**config.mk**
```make
export PLATFORM = sky130hd
export DESIGN_NAME = pipe_hazard_ctrl
export DESIGN_NICKNAME = d
export VERILOG_FILES = /design/src/rtl/pipe_pkg.sv /design/src/rtl/hazard_fwd_match.sv /design/src/rtl/pipe_hazard_ctrl.sv
export SDC_FILE = /design/constraint.sdc
export NUM_CORES = 1
export LEC_CHECK = 0
export ABC_AREA = 1
export BUFFER_PORTS_ARGS = -buffer_cell sky130_fd_sc_hd__buf_2
export CORE_MARGIN = 3
export CORE_UTILIZATION = 61
export CTS_BUF_LIST = sky130_fd_sc_hd__clkbuf_4
export CTS_CLUSTER_DIAMETER = 80
export DETAILED_ROUTE_END_ITERATION = 12
export PLACE_DENSITY = 0.92
export SETUP_SLACK_MARGIN = 0.3
export SYNTH_ARGS = -nofsm -noshare
export SYNTH_HDL_FRONTEND = slang
export SYNTH_SLANG_ARGS = --single-unit
```
**constraint.sdc**
```tcl
create_clock -name clk_i -period 2.41 [get_ports clk_i]
set_input_delay 0.6025 -clock clk_i [delete_from_list [all_inputs] [get_ports clk_i]]
set_output_delay 0.6025 -clock clk_i [all_outputs]
set_load 0.02 [all_outputs]
```
**src/rtl/pipe_pkg.sv**
```systemverilog
// Shared types for the pipeline hazard controller.
// Scoreboard rd fields are zero-extended to RD_MAX_W bits.
package pipe_pkg;

  localparam int RD_MAX_W = 8;
  localparam int FWD_NONE = 0;
  localparam logic [RD_MAX_W-1:0] REG_ZERO = '0;

  typedef struct packed {
    logic                valid;
    logic [RD_MAX_W-1:0] rd;
    logic                regwrite;
    logic                memread;
  } sb_entry_t;

endpackage

```
**src/rtl/hazard_fwd_match.sv**
```systemverilog
// Single-operand forwarding matcher over the downstream
// scoreboard entries; the youngest matching producer wins.
module hazard_fwd_match
  import pipe_pkg::*;
#(
  parameter int FWD_DEPTH = 2,
  parameter int FSW       = $clog2(FWD_DEPTH+1)
) (
  input  logic [RD_MAX_W-1:0]     rs,
  input  logic                    rs_used,
  input  sb_entry_t [FWD_DEPTH:1] sb,
  output logic [FSW-1:0]          sel
);

  always_comb begin
    sel = FSW'(FWD_NONE);
    for (int k = FWD_DEPTH; k >= 1; k--) begin
      if (rs_used && rs != REG_ZERO &&
          sb[k].valid && sb[k].regwrite &&
          sb[k].rd == rs)
        sel = FSW'(k);
    end
  end

endmodule

```
**src/rtl/pipe_hazard_ctrl.sv**
```systemverilog
// Forwarding / load-use / branch-flush controller.
// HAZARD_PERF_CNT_EN adds saturating stall and flush counters.
module pipe_hazard_ctrl
  import pipe_pkg::*;
#(
  parameter int REG_AW    = 5,
  parameter int NUM_SRC   = 2,
  parameter int FWD_DEPTH = 2,
  parameter int LOAD_LAT  = 1,
  parameter int FSW       = $clog2(FWD_DEPTH+1)
) (
  input  logic                      clk_i,
  input  logic                      rst_i,
  input  logic                      id_valid_i,
  input  logic [NUM_SRC*REG_AW-1:0] id_rs_i,
  input  logic [NUM_SRC-1:0]        id_rs_used_i,
  input  logic [REG_AW-1:0]         id_rd_i,
  input  logic                      id_regwrite_i,
  input  logic                      id_memread_i,
  input  logic                      ex_branch_taken_i,
  output logic                      stall_o,
  output logic                      if_flush_o,
  output logic                      id_flush_o,
  output logic [NUM_SRC*FSW-1:0]    ex_fwd_sel_o
`ifdef HAZARD_PERF_CNT_EN
  ,
  output logic [31:0]               stall_cnt_o,
  output logic [31:0]               flush_cnt_o
`endif
);

  sb_entry_t [FWD_DEPTH:0]   sb;
  logic [NUM_SRC*REG_AW-1:0] ex_rs;
  logic [NUM_SRC-1:0]        ex_rs_used;
  logic                      load_use;
  logic                      ex_load;

  // Producer load whose data is not forwardable when ID reaches EX.
  always_comb begin
    load_use = 1'b0;
    for (int i = 0; i < NUM_SRC; i++) begin
      for (int k = 0; k < LOAD_LAT; k++) begin
        if (id_valid_i && id_rs_used_i[i] &&
            sb[k].valid && sb[k].memread &&
            sb[k].rd != REG_ZERO &&
            sb[k].rd == RD_MAX_W'(id_rs_i[i*REG_AW +: REG_AW]))
          load_use = 1'b1;
      end
    end
  end

  assign stall_o    = load_use & ~ex_branch_taken_i;
  assign if_flush_o = rst_i & ex_branch_taken_i;
  assign id_flush_o = rst_i & (ex_branch_taken_i | load_use);
  assign ex_load    = id_valid_i & ~id_flush_o;

  always_ff @(posedge clk_i or negedge rst_i) begin
    if (!rst_i) begin
      sb         <= '0;
      ex_rs      <= '0;
      ex_rs_used <= '0;
    end else begin
      sb[FWD_DEPTH:1] <= sb[FWD_DEPTH-1:0];
      sb[0].valid     <= ex_load;
      sb[0].rd        <= ex_load ? RD_MAX_W'(id_rd_i)
                                 : REG_ZERO;
      sb[0].regwrite  <= ex_load & id_regwrite_i;
      sb[0].memread   <= ex_load & id_memread_i;
      ex_rs           <= ex_load ? id_rs_i : '0;
      ex_rs_used      <= ex_load ? id_rs_used_i : '0;
    end
  end

  for (genvar i = 0; i < NUM_SRC; i++) begin : g_fwd
    hazard_fwd_match #(
      .FWD_DEPTH (FWD_DEPTH),
      .FSW       (FSW)
    ) u_match (
      .rs      (RD_MAX_W'(ex_rs[i*REG_AW +: REG_AW])),
      .rs_used (ex_rs_used[i]),
      .sb      (sb[FWD_DEPTH:1]),
      .sel     (ex_fwd_sel_o[i*FSW +: FSW])
    );
  end

`ifdef HAZARD_PERF_CNT_EN
  always_ff @(posedge clk_i or negedge rst_i) begin
    if (!rst_i) begin
      stall_cnt_o <= '0;
      flush_cnt_o <= '0;
    end else begin
      if (stall_o && stall_cnt_o != '1)
        stall_cnt_o <= stall_cnt_o + 32'd1;
      if (if_flush_o && flush_cnt_o != '1)
        flush_cnt_o <= flush_cnt_o + 32'd1;
    end
  end
`endif

endmodule
```
Word-level counts from Yosys, hierarchy flattened
Cells that the tools add are included.
{"block": "totals", "register_bits": 34, "wordCells": 63}
{"block": "op_classes", "n_eq_ne": 6, "n_mux": 9, "bitwise": 9, "reduce_logical": 27}
{"operator": "$eq A5 B5 Y1", "n": 6}
{"operator": "$logic_and A1 B1 Y1", "n": 24}
{"operator": "$reduce_bool A8 Y1", "n": 3}
{"operator": "$mux W10", "n": 1}
{"operator": "$mux W2", "n": 5}
{"operator": "$and A1 B1 Y1", "n": 6}
{"operator": "$mux W5", "n": 1}
{"operator": "$mux W1", "n": 2}
{"operator": "$not A1 Y1", "n": 2}
{"operator": "$or A1 B1 Y1", "n": 1}

Depth between registers and ports, before layout
Gate-level depths: netlist (run 1).
{"block": "logic_depth", "word_depth": 12, "depth_mapped": 11}

Modules after synthesis
From an unflattened synthesis (run 1), not the netlist that was laid out.
{"block": "hier_totals", "cells_unflattened": 293, "area_unflattened_um2": 2038.2}
{"mod": "pipe_hazard_ctrl", "instances": 1, "cells_per_inst": 123, "area_per_inst_um2": 1352.5, "seq_area_each_um2": 900.9}
{"mod": "hazard_fwd_match", "instances": 2, "cells_per_inst": 85, "area_per_inst_um2": 342.8, "seq_area_each_um2": 0.0}

Least setup slack after synthesis (run 1)
Ideal clock, no wire load.
{"block": "synth_path", "kind": "register to output", "startpoint": "register ex_rs[2]", "endpoint": "output port ex_fwd_sel_o[1]", "arrival_time_ps": 1604, "required_ps": 1808, "slack_ps": 204, "path_stages_with_launch": 5, "path_cell_list": "dfrtp_1 -> xnor2_1 -> nand4_1 -> nor4_1 -> nor2_1"}
{"block": "synth_via", "elab_chain_len": 7, "word_cells_on_any_way": 12}
{"element": "from (decl)", "line": "pipe_hazard_ctrl.sv:33", "text": "logic [NUM_SRC*REG_AW-1:0] ex_rs;"}
{"element": "from (signal assigned)", "line": "pipe_hazard_ctrl.sv:69", "text": "ex_rs <= ex_load ? id_rs_i : '0;"}
{"element": "$reduce_bool A8 Y1", "line": "hazard_fwd_match.sv:18", "text": "if (rs_used && rs != REG_ZERO &&"}
{"element": "$logic_and A1 B1 Y1 (2 in a row)", "line": "hazard_fwd_match.sv:18"}
{"element": "$logic_and A1 B1 Y1 (2 in a row)", "line": "hazard_fwd_match.sv:19", "text": "sb[k].valid && sb[k].regwrite &&"}
{"element": "$mux W2", "line": "hazard_fwd_match.sv:18"}
{"element": "$mux W2 (*)", "line": "hazard_fwd_match.sv:18"}
{"element": "to (decl)", "line": "pipe_hazard_ctrl.sv:24", "text": "output logic [NUM_SRC*FSW-1:0] ex_fwd_sel_o"}
Every way passes the cells marked *; elsewhere a longest branch is shown, timed or not.

Final worst setup path (run 1)
{"block": "layout_path", "startpoint": "register sb[4] (netlist name)", "endpoint": "output port id_flush_o"}
{"block": "layout_via", "elab_chain_len": 7, "word_cells_on_any_way": 11}
{"element": "from (decl)", "line": "pipe_hazard_ctrl.sv:32", "text": "sb_entry_t [FWD_DEPTH:0] sb;"}
{"element": "from (signal, indexed assignment)", "line": "pipe_hazard_ctrl.sv:63", "text": "sb[FWD_DEPTH:1] <= sb[FWD_DEPTH-1:0];"}
{"element": "$reduce_bool A8 Y1", "line": "pipe_hazard_ctrl.sv:45", "text": "sb[k].rd != REG_ZERO &&"}
{"element": "$logic_and A1 B1 Y1", "line": "pipe_hazard_ctrl.sv:44", "text": "sb[k].valid && sb[k].memread &&"}
{"element": "$logic_and A1 B1 Y1", "line": "pipe_hazard_ctrl.sv:45"}
{"element": "$mux W1", "line": "pipe_hazard_ctrl.sv:43", "text": "if (id_valid_i && id_rs_used_i[i] &&"}
{"element": "$mux W1 (*)", "line": "pipe_hazard_ctrl.sv:43"}
{"element": "$or A1 B1 Y1 (*)", "line": "pipe_hazard_ctrl.sv:54", "text": "assign id_flush_o = rst_i & (ex_branch_taken_i | load_use);"}
{"element": "$and A1 B1 Y1 (*)", "line": "pipe_hazard_ctrl.sv:54"}
{"element": "to (decl)", "line": "pipe_hazard_ctrl.sv:23", "text": "output logic id_flush_o,"}
Marks and branches as above.

==> results of run 1 <==
cells by family after synthesis:
family / share of synthesized area
flops: 0.541
compound gates: 0.0223
xor+xnor: 0.0724
buf+inv: 0.0931
simple gates: 0.271
cell usage after synthesis (all sizes together):
| library cell | n |
|---|---|
| nand3 | 5 |
| dfrtp | 34 |
| a21oi | 2 |
| nor4 | 2 |
| o211ai | 2 |
| inv | 36 |
| nor2 | 34 |
| nand2 | 50 |
| nand4 | 7 |
| buf | 1 |
| o21ai | 2 |
| nor3 | 2 |
| xor2 | 2 |
| xnor2 | 11 |
report_power, final:
group	switching, mW	total, mW	internal [mW]
clock network	0.196	0.301	0.105
logic	0.104	0.175	0.0711
registers	0.0315	0.632	0.600
total	0.332	1.11	0.776
per-stage QoR:
stage / instances / hold slack (ns) / worst slack, ns / util
floorplan: 190 / 0.307 / 0.471 / -
global placement: 247 / 0.337 / 0.264 / 0.760
detailed placement: 247 / 0.353 / 0.250 / 0.760
CTS: 260 / 0.102 / 0.187 / 0.812
global route: 262 / 0.0850 / -0.0313 / 0.834
finish: 262 / 0.107 / -0.000465 / 0.834
worst paths after layout:
check | end | from | slack [ns] | cells after the start
min reg2reg | sb[12] | sb[1] | 0.39 | 0
max reg2reg | sb[10] | sb[4] | 0.59 | 11
max | id_flush_o | sb[4] | -0.0005 | 10
min | sb[21] | rst_i | 0.11 | 1
max in group asynchronous | sb[23] | rst_i | 1.72 | 2
min in group clk_i | sb[12] | sb[1] | 0.39 | 0
area by class of cell:
cell class,instances,area [sq um],area share
Tap cell,28,35.0,0.0181
Clock inverter,2,10.0,0.00517
Sequential cell,34,853,0.441
Multi-Input combinational cell,119,638,0.330
Inverter,36,135,0.0699
Timing Repair Buffer,38,225,0.116
Clock buffer,5,37.5,0.0194
metal layers:
| layer | global-route usage | share of wire |
|---|---|---|
| met5 | 0 | 0 |
| met4 | 0.136 | 0.070 |
| met3 | 0.0943 | 0.091 |
| met2 | 0.406 | 0.50 |
| met1 | 0.248 | 0.34 |
flip-flops by register name, summed over array words and instances, names as in the netlist:
signal      cells
sb             22
ex_rs          10
ex_rs_used      2
repair_timing:
item,4_1_cts,5_1_grt
cloned,0,0
gates resized for setup,7,12
buffers inserted,6,2
pin swaps,7,10
setup endpoints to repair,6,6
critical path, cell delays in order, from the launching register on:
cell and delay [ns]:
sky130_fd_sc_hd__dfrtp_1 0.46, sky130_fd_sc_hd__inv_1 0.10, sky130_fd_sc_hd__nand2_1 0.06, sky130_fd_sc_hd__nand2_1 0.06, sky130_fd_sc_hd__nand2_1 0.09, sky130_fd_sc_hd__nor2_1 0.20, sky130_fd_sc_hd__nand2_1 0.14, sky130_fd_sc_hd__nand2_2 0.10
sky130_fd_sc_hd__nand2_2 0.06, sky130_fd_sc_hd__nand2_2 0.08, sky130_fd_sc_hd__buf_6 0.12
==> metrics.txt, run 1 <==
status complete, but fails checks; violated checks setup timing; largest clock skew in the final design 0.0160 ns; area grow syn2layout 23.0%; Skew-Pair Late Insertion Delay between 0.3 and 0.4 ns; final weighted congestion in routability-driven placement about 0.85; sequential element share of the synthesized area 0.541; number of warnings reported in the yosys synthesis log 0; number of slew-limit violations in the final report 0; arrival time of data at the critical path endpoint 1.81 ns; fmax approximately 410 MHz; number of input and output port buffers inserted 29; share of the clock period used by the worst path after layout 1.00; Max H-tree Level 2; type of the worst setup path flop to primary output; clock-pin slew reported for the worst setup and hold paths after clock tree synthesis 0.10 ns; initial antenna violation count 0; critical path peak fanout 4; unrepaired setup endpoints after global routing true; maximum count of clock buffers along a single path 2; Top Ports 30; post-synthesis instance area around 1600 sq um; die area between 3000 and 4000 sq um; Via Count 1,508; Hold Crit Class primary input to asynchronous set/reset pin; final worst slack -0.000465 ns; violation count after the first detailed-route iteration 87; Horiz. Die Dim 56.8 microns; Peak supply drop ~0.65 mV; worst slew slack as a fraction of its limit 0.764; per-instance average area after synthesis between 8 and 9 sq um; time the final worst path needs with I/O delays and setup 2.41 ns; wirelength, routed roughly 4700 microns; gr ovfl total 0; wire length of the first global-routing pass ~5700 microns; sort of element at the end of the critical path primary output; Placeable Area 2320 sq um; number of global-route vias before repair between 1,000 and 1,500; Vias per Instance 5.76; largest net degree at the start of global routing 28; initial core utilization 0.678; antenna cell count 0; Slew @ Worst Pin 0.351 ns; vertical extent of the die 56.8 microns; cell type contributing the most total cell area after synthesis sky130_fd_sc_hd__dfrtp_1; post-DR wirelength/cell 18.0 microns; CTS Hold Bufs 0; count of max-cap constraint violations 0; final hold violation count 0; nets 257; root buffer cell sky130_fd_sc_hd__clkbuf_4; flops & latches, synth 34; total CTS buffers 5; number of fillers in the final layout 110; leading cell types by total area after synthesis sky130_fd_sc_hd__dfrtp_1 (54%), sky130_fd_sc_hd__nand2_1 (12%), sky130_fd_sc_hd__inv_1 (8.6%); first-pass iteration count of the detailed router 5; layout cell share with drive strength beyond 1 0.278; final setup TNS -0.000465 ns; commonest non-fill, non-tap cell in the layout sky130_fd_sc_hd__nand2_1; All-Layer GR Usage 0.239; antenna violation net count after detailed routing 0; DRC viols 0; FP Rows 17; startpoint types flop; fraction of post-synthesis cell area in the top cell type by area 0.541; sum of net half-perimeters after detailed placement 2360 microns; total power draw 1.11 mW; number of clock sinks 34; data required time at the worst endpoint 1.81 ns; Pwr per Cell Area 573 nW/um^2; commonest cells after routing, fill and taps aside sky130_fd_sc_hd__nand2_1 (44), sky130_fd_sc_hd__inv_1 (34), sky130_fd_sc_hd__dfrtp_1 (32); post-layout instance area 1930 sq um; Cells after Synth 190; clock tree from TritonCTS done; instance area at placement 1760 sq um; synth unique cells 17; leakage 1.05 nW; setup-violating endpoint count in the final report 1; Post-Syn Nets 213
No activity file was read; power rests on OpenSTA's default activity.
==> inputs of run 2 (changes only) <==
Settings changed: CORE_MARGIN 3 to 2.
==> metrics.txt, run 2 (synthesized netlist as in run 1, its figures left out) <==
status finished clean; antenna violation net count after detailed routing 0 (unchanged); Horiz. Die Dim 54.8 microns (-3.5%); die area 3000 sq um (-6.9%); Pwr per Cell Area 558 nW/um^2 (-2.5%); root buffer cell sky130_fd_sc_hd__clkbuf_4; All-Layer GR Usage 0.294 (+0.0557); Vias per Instance 5.48 (-4.7%); FP Rows 18 (+1); final hold violation count 0 (unchanged); total CTS buffers 5 (unchanged); area grow syn2layout 25.2%; Top Ports 30 (unchanged); tightest hold margin 0.0983 ns (-0.00845 ns); time the final worst path needs with I/O delays and setup 2.25 ns (-0.165 ns); wire length of the first global-routing pass 5870 microns (+3.9%); maximum count of clock buffers along a single path 2 (unchanged); number of flip-flops in the largest register 22 (unchanged); clock-pin slew reported for the worst setup and hold paths after clock tree synthesis 0.10 ns (about the same); Worst Setup EP id_flush_o; initial antenna violation count 0 (unchanged); CTS Hold Bufs 0 (unchanged); number of input and output port buffers inserted 29 (unchanged); number of slew-limit violations in the final report 0 (unchanged); unrepaired setup endpoints after global routing true; Most flops, register sb; critical path peak fanout 4 (unchanged); final weighted congestion in routability-driven placement 0.847 (about the same); layout cell share with drive strength beyond 1 0.270 (-0.00774); gr ovfl total 0 (unchanged); worst slew slack as a fraction of its limit 0.727 (-0.0370); number of clock sinks 34 (unchanged); sort of element at the end of the critical path primary output; Hold Crit Class primary input to asynchronous set/reset pin; start point of the critical path sb[3]; capturing point of the worst reg2reg path ex_rs_used[1]; startpoint types flop; violation count after the first detailed-route iteration 71 (-18%); fmax 445 MHz (+7.3%); DP Worst Slack 0.203 ns (-0.0472 ns); type of the worst setup path flop to primary output; count of max-cap constraint violations 0 (unchanged); wirelength, routed 4140 microns (-12%); clock tree from TritonCTS done; arrival time of data at the critical path endpoint 1.64 ns (-0.17 ns); reg2reg path depth 16 (+5); first-pass iteration count of the detailed router 5 (unchanged); Placeable Area 2450 sq um (+5.9%); sum of net half-perimeters after detailed placement 2210 microns (-6.3%); post-DR wirelength/cell 15.5 microns (-14%); largest registers sb x22, ex_rs x10, ex_rs_used x2; Max H-tree Level 2 (unchanged); DRC viols 0 (unchanged); launch point of the worst reg-to-reg path sb[6]; antenna cell count 0 (unchanged); vertical extent of the die 54.8 microns (-3.5%); largest net degree at the start of global routing 31 (+11%); final worst slack 0.164 ns (+0.165 ns); largest clock skew in the final design 0.0100 ns (-0.00602 ns); leakage 1.07 nW (+2.0%); data required time at the worst endpoint 1.81 ns (about the same); flop-to-flop setup slack 0.20 ns (-0.39 ns); share of the clock period used by the worst path after layout 0.932 (-0.0683); Skew-Pair Late Insertion Delay 0.34 ns (about the same); nets 260 (+1.2%); Via Count 1,464 (-2.9%); Slew @ Worst Pin 0.406 ns (+0.0549 ns); final setup TNS 0 ns (+0.000465 ns); number of global-route vias before repair 1,347 (-0.074%); commonest cells after routing, fill and taps aside sky130_fd_sc_hd__nand2_1 (45), sky130_fd_sc_hd__inv_1 (35), sky130_fd_sc_hd__dfrtp_1 (33); Peak supply drop 0.570 mV (-12%); setup-violating endpoint count in the final report 0 (-1); initial core utilization 0.641 (-0.0377); commonest non-fill, non-tap cell in the layout sky130_fd_sc_hd__nand2_1
[run 2: cell types whose count changed in the layout (fill, tap and decap cells not counted), moves of 2 or more]
cell	previous run	this run
sky130_fd_sc_hd__xnor2_2	4	1
sky130_fd_sc_hd__buf_2	27	23
sky130_fd_sc_hd__nor4_2	2	0
sky130_fd_sc_hd__nor4_4	0	2
sky130_fd_sc_hd__nor2_2	2	4
sky130_fd_sc_hd__nand2_2	6	3
sky130_fd_sc_hd__xnor2_1	7	10
sky130_fd_sc_hd__buf_4	9	17
sky130_fd_sc_hd__nand2_4	0	2
[run 2: metal layers]
metal | global-route usage | vias up | wire (microns)
met3 | 0.0710 | 22 | 328
met5 | 0 | - | 0
li1 | - | 665 | -
met1 | 0.316 | 690 | 1490
met2 | 0.542 | 87 | 2120
met4 | 0.125 | 0 | 204
[run 2: critical path, stage by stage, from the launching register on]
cell	delay (ns)
sky130_fd_sc_hd__dfrtp_1	0.45
sky130_fd_sc_hd__xnor2_1	0.21
sky130_fd_sc_hd__nand2_1	0.10
sky130_fd_sc_hd__nor2_1	0.10
sky130_fd_sc_hd__nand2_1	0.10
sky130_fd_sc_hd__nand2_2	0.11
sky130_fd_sc_hd__nand2_4	0.06
sky130_fd_sc_hd__nand2_4	0.06
sky130_fd_sc_hd__buf_6	0.12
[run 2: timing repair]
item                       CTS  global route
setup buffers                8             3
pin swaps                   10            11
setup endpoints to repair    4             8
gates resized for setup      5            17
[run 2: layout make-up]
| type | instances | area, sq um |
|---|---|---|
| sequential | 34 | 852 |
| multi-input combinational | 119 | 643 |
| fill | 144 | 485 |
| timing repair buffer | 41 | 254 |
| inverter | 36 | 135 |
| clock buffer | 5 | 37.5 |
| tap | 30 | 37.5 |
| clock inverter | 2 | 10.0 |
[run 2: stage by stage]
stage                     power [mW]  cells  utilization  instance area (sq um)
after floorplan                0.719    190            -                   1590
after global placement         0.769    249        0.719                   1760
after detailed placement       0.774    249        0.719                   1760
after CTS                       1.06    264        0.767                   1880
after global routing            1.14    267        0.802                   1970
final                           1.10    267        0.802                   1970
[run 2: power by group]
part | internal [mW] | switching (mW)
clock | 0.105 | 0.188
sequential | 0.600 | 0.0296
combinational | 0.0728 | 0.104
[run 2: worst min-delay path by stage]
stage | start | end | slack (ns)
finish | rst_i | sb[4] | 0.1
global route | rst_i | sb[4] | 0.09
CTS | rst_i | sb[6] | 0.08
detailed placement | sb[1] | sb[12] | 0.34
global placement | sb[1] | sb[12] | 0.33
floorplan | rst_i | ex_rs[0] | 0.31
==> inputs of run 3 (changes only) <==
Settings changed: ABC_AREA 1 to 0, GPL_TIMING_DRIVEN from default to 0, PLACE_DENSITY 0.92 to 0.91.
==> metrics.txt, run 3 <==
status complete, but fails checks; violated checks setup timing; number of enable-type register cells in the synthesized netlist 0 (unchanged); total power draw 1.26 mW (+15%); DRC viols 0 (unchanged); wirelength, routed 4130 microns (-0.41%); initial core utilization 0.647 (+0.00597); flop-to-flop setup slack 0.48 ns (+0.28 ns); wire length of the first global-routing pass 6100 microns (+3.9%); final weighted congestion in routability-driven placement 0.990 (+17%); startpoint types flop; layout cell share with drive strength beyond 1 0.505 (+0.235); number of flip-flops in the largest register 22 (unchanged); Hold Crit Class primary input to asynchronous set/reset pin; CTS Hold Bufs 0 (unchanged); initial antenna violation count 0 (unchanged); post-DR wirelength/cell 18.9 microns (+22%); sequential element share of the synthesized area 0.526 (-0.0147); data required time at the worst endpoint 1.81 ns (about the same); gr ovfl total 0 (unchanged); top post-synthesis cells by count sky130_fd_sc_hd__dfrtp_1 (34), sky130_fd_sc_hd__xnor2_1 (20), sky130_fd_sc_hd__inv_1 (18); reg2reg path depth 7 (-9); count of max-cap constraint violations 0 (unchanged); maximum count of clock buffers along a single path 2 (unchanged); Placeable Area 2500 sq um (+1.8%); number of input and output port buffers inserted 29 (unchanged); All-Layer GR Usage 0.267 (-0.0275); per-instance average area after synthesis 11.9 sq um (+44%); worst slew slack as a fraction of its limit 0.568 (-0.159); sum of net half-perimeters after detailed placement 2410 microns (+8.9%); leakage 1.05 nW (-2.1%); Top Ports 30 (unchanged); nets 210 (-19%); die area 3080 sq um (+2.6%); critical path peak fanout 4 (unchanged); Max H-tree Level 2 (unchanged); Pwr per Cell Area 578 nW/um^2 (+3.6%); clock tree from TritonCTS done; antenna cell count 0 (unchanged); FP Rows 18 (unchanged); violation count after the first detailed-route iteration 56 (-21%); vertical extent of the die 55.5 microns (+1.3%); most frequent cell after synthesis sky130_fd_sc_hd__dfrtp_1; final worst slack -0.247 ns (-0.411 ns); leading cell types by total area after synthesis sky130_fd_sc_hd__dfrtp_1 (53%), sky130_fd_sc_hd__a211oi_2 (12%), sky130_fd_sc_hd__xnor2_1 (11%); cell type contributing the most total cell area after synthesis sky130_fd_sc_hd__dfrtp_1; Post-Syn Nets 159 (-25%); Async SR Flop Fraction 1.00 (unchanged); type of the worst setup path flop to primary output; number of slew-limit violations in the final report 0 (unchanged); Cells after Synth 136 (-28%); Via Count 1,287 (-12%); final hold violation count 0 (unchanged); arrival time of data at the critical path endpoint 2.05 ns (+0.41 ns); start point of the critical path sb[6]; Vias per Instance 5.90 (+7.7%); flops & latches, synth 34 (unchanged); post-synthesis instance area 1620 sq um (+2.8%); synth unique cells 23 (+6); fmax 376 MHz (-15%); utilization after layout 0.874 (+0.0716); setup-violating endpoint count in the final report 3 (+3); capturing point of the worst reg2reg path ex_rs[0]; clock-pin slew reported for the worst setup and hold paths after clock tree synthesis 0.10 ns (about the same); sort of element at the end of the critical path primary output; area grow syn2layout 35.1%; Peak supply drop 0.621 mV (+9.0%); fraction of post-synthesis cell area in the top cell type by area 0.526 (-0.0147); tightest hold margin 0.127 ns (+0.0282 ns); root buffer cell sky130_fd_sc_hd__clkbuf_4; share of the clock period used by the worst path after layout 1.10 (+0.170); most common flop cell mapped by yosys sky130_fd_sc_hd__dfrtp_1; Slew @ Worst Pin 0.648 ns (+0.243 ns); Skew-Pair Late Insertion Delay 0.34 ns (about the same); unrepaired setup endpoints after global routing true; largest registers sb x22, ex_rs x10, ex_rs_used x2; antenna violation net count after detailed routing 0 (unchanged); commonest cells after routing, fill and taps aside sky130_fd_sc_hd__dfrtp_1 (31), sky130_fd_sc_hd__buf_2 (23), sky130_fd_sc_hd__buf_4 (18), sky130_fd_sc_hd__inv_1 (18), sky130_fd_sc_hd__a211oi_2 (16); Worst Setup EP id_flush_o; number of clock sinks 34 (unchanged); number of warnings reported in the yosys synthesis log 0 (unchanged); first-pass iteration count of the detailed router 5 (unchanged); Horiz. Die Dim 55.5 microns (+1.3%); number of global-route vias before repair 1,294 (-3.9%); Most flops, register sb; commonest non-fill, non-tap cell in the layout sky130_fd_sc_hd__dfrtp_1; launch point of the worst reg-to-reg path sb[6]; total CTS buffers 5 (unchanged); largest clock skew in the final design 0.00988 ns (-0.000144 ns); time the final worst path needs with I/O delays and setup 2.66 ns (+0.411 ns); largest net degree at the start of global routing 37 (+19%)
==> run 3: changes by cell type in the layout (fill, tap and decap cells not counted), sizes merged, moves of 2 or more <==
| cell | delta |
|---|---|
| nand2 | -47 |
| nor2 | -34 |
| inv | -18 |
| a211oi | +17 |
| xnor2 | +9 |
| xor2 | +8 |
| buf | +7 |
| clkbuf | +3 |
| clkinv | -2 |
| nor4 | +2 |
| o211ai | -2 |
| or4 | +2 |
==> run 3: report_power, final <==
group | internal [mW] | leakage (nW) | switching (mW)
Combinational | 0.0976 | 0.564 | 0.106
Clock | 0.242 | 0.0463 | 0.186
Sequential | 0.600 | 0.441 | 0.0311
Total | 0.940 | 1.05 | 0.323
==> run 3: how the worst min path moves through the flow <==
stage | cells after the start | end | slack [ns] | start
2_1_floorplan | 0 | ex_rs[0] | 0.31 | rst_i
3_5_place_dp | 0 | sb[12] | 0.35 | sb[1]
6_report | 1 | sb[4] | 0.13 | rst_i
3_3_place_gp | 0 | sb[12] | 0.34 | sb[1]
5_1_grt | 1 | sb[2] | 0.13 | rst_i
4_1_cts | 1 | sb[21] | 0.14 | rst_i
==> run 3: repair_timing <==
action                     4_1_cts  5_1_grt
buffers inserted                12        3
resized for setup               19       16
gates cloned                     0        0
setup endpoints to repair       17        6
pin swaps                        7        7
==> run 3: cell families (layout without fill, tap and decap cells) <==
group                     Yosys count  in the layout  share of synthesized area
buffers and inverters              23             75                     0.0642
xor gates and xnor gates           30             30                      0.163
AOI/OAI and AO/OA                  25             25                      0.159
and+or+nand+nor                    24             24                     0.0882
DFF                                34             34                      0.526
==> run 3: critical path, stage by stage, from the launching register on <==
cell                      delay, ns
sky130_fd_sc_hd__dfrtp_1       0.47
sky130_fd_sc_hd__or3_1         0.33
sky130_fd_sc_hd__o311a_1       0.32
sky130_fd_sc_hd__and2_4        0.18
sky130_fd_sc_hd__buf_8         0.11
sky130_fd_sc_hd__a21o_4        0.18
sky130_fd_sc_hd__buf_6         0.12
==> run 3: per-layer routing <==
layer	part of all wire	global-route usage	wire length [microns]
met5	0	0	0
met4	0.053	0.122	217
met3	0.071	0.0726	294
met2	0.51	0.468	2110
met1	0.36	0.301	1500
==> run 3: final cells by class <==
type	count	area [sq um]
repair buffers	44	294
fillers	111	315
inverters	18	67.6
clock inverters	1	30.0
clock buffers	7	52.6
plain buffers	5	42.5
well taps	30	37.5
flip-flops and latches	34	855
multi-input cells	79	806
==> run 3: through the flow <==
step / setup TNS [ns] / std cells / setup slack, ns / area (sq um)
floorplan: 0 / 136 / 0.236 / 1650
global placement: -1.82 / 195 / -0.179 / 1830
detailed placement: -2.91 / 195 / -0.288 / 1830
CTS: -0.276 / 215 / -0.265 / 2080
global route: -0.594 / 218 / -0.297 / 2180
finish: -0.374 / 218 / -0.247 / 2180
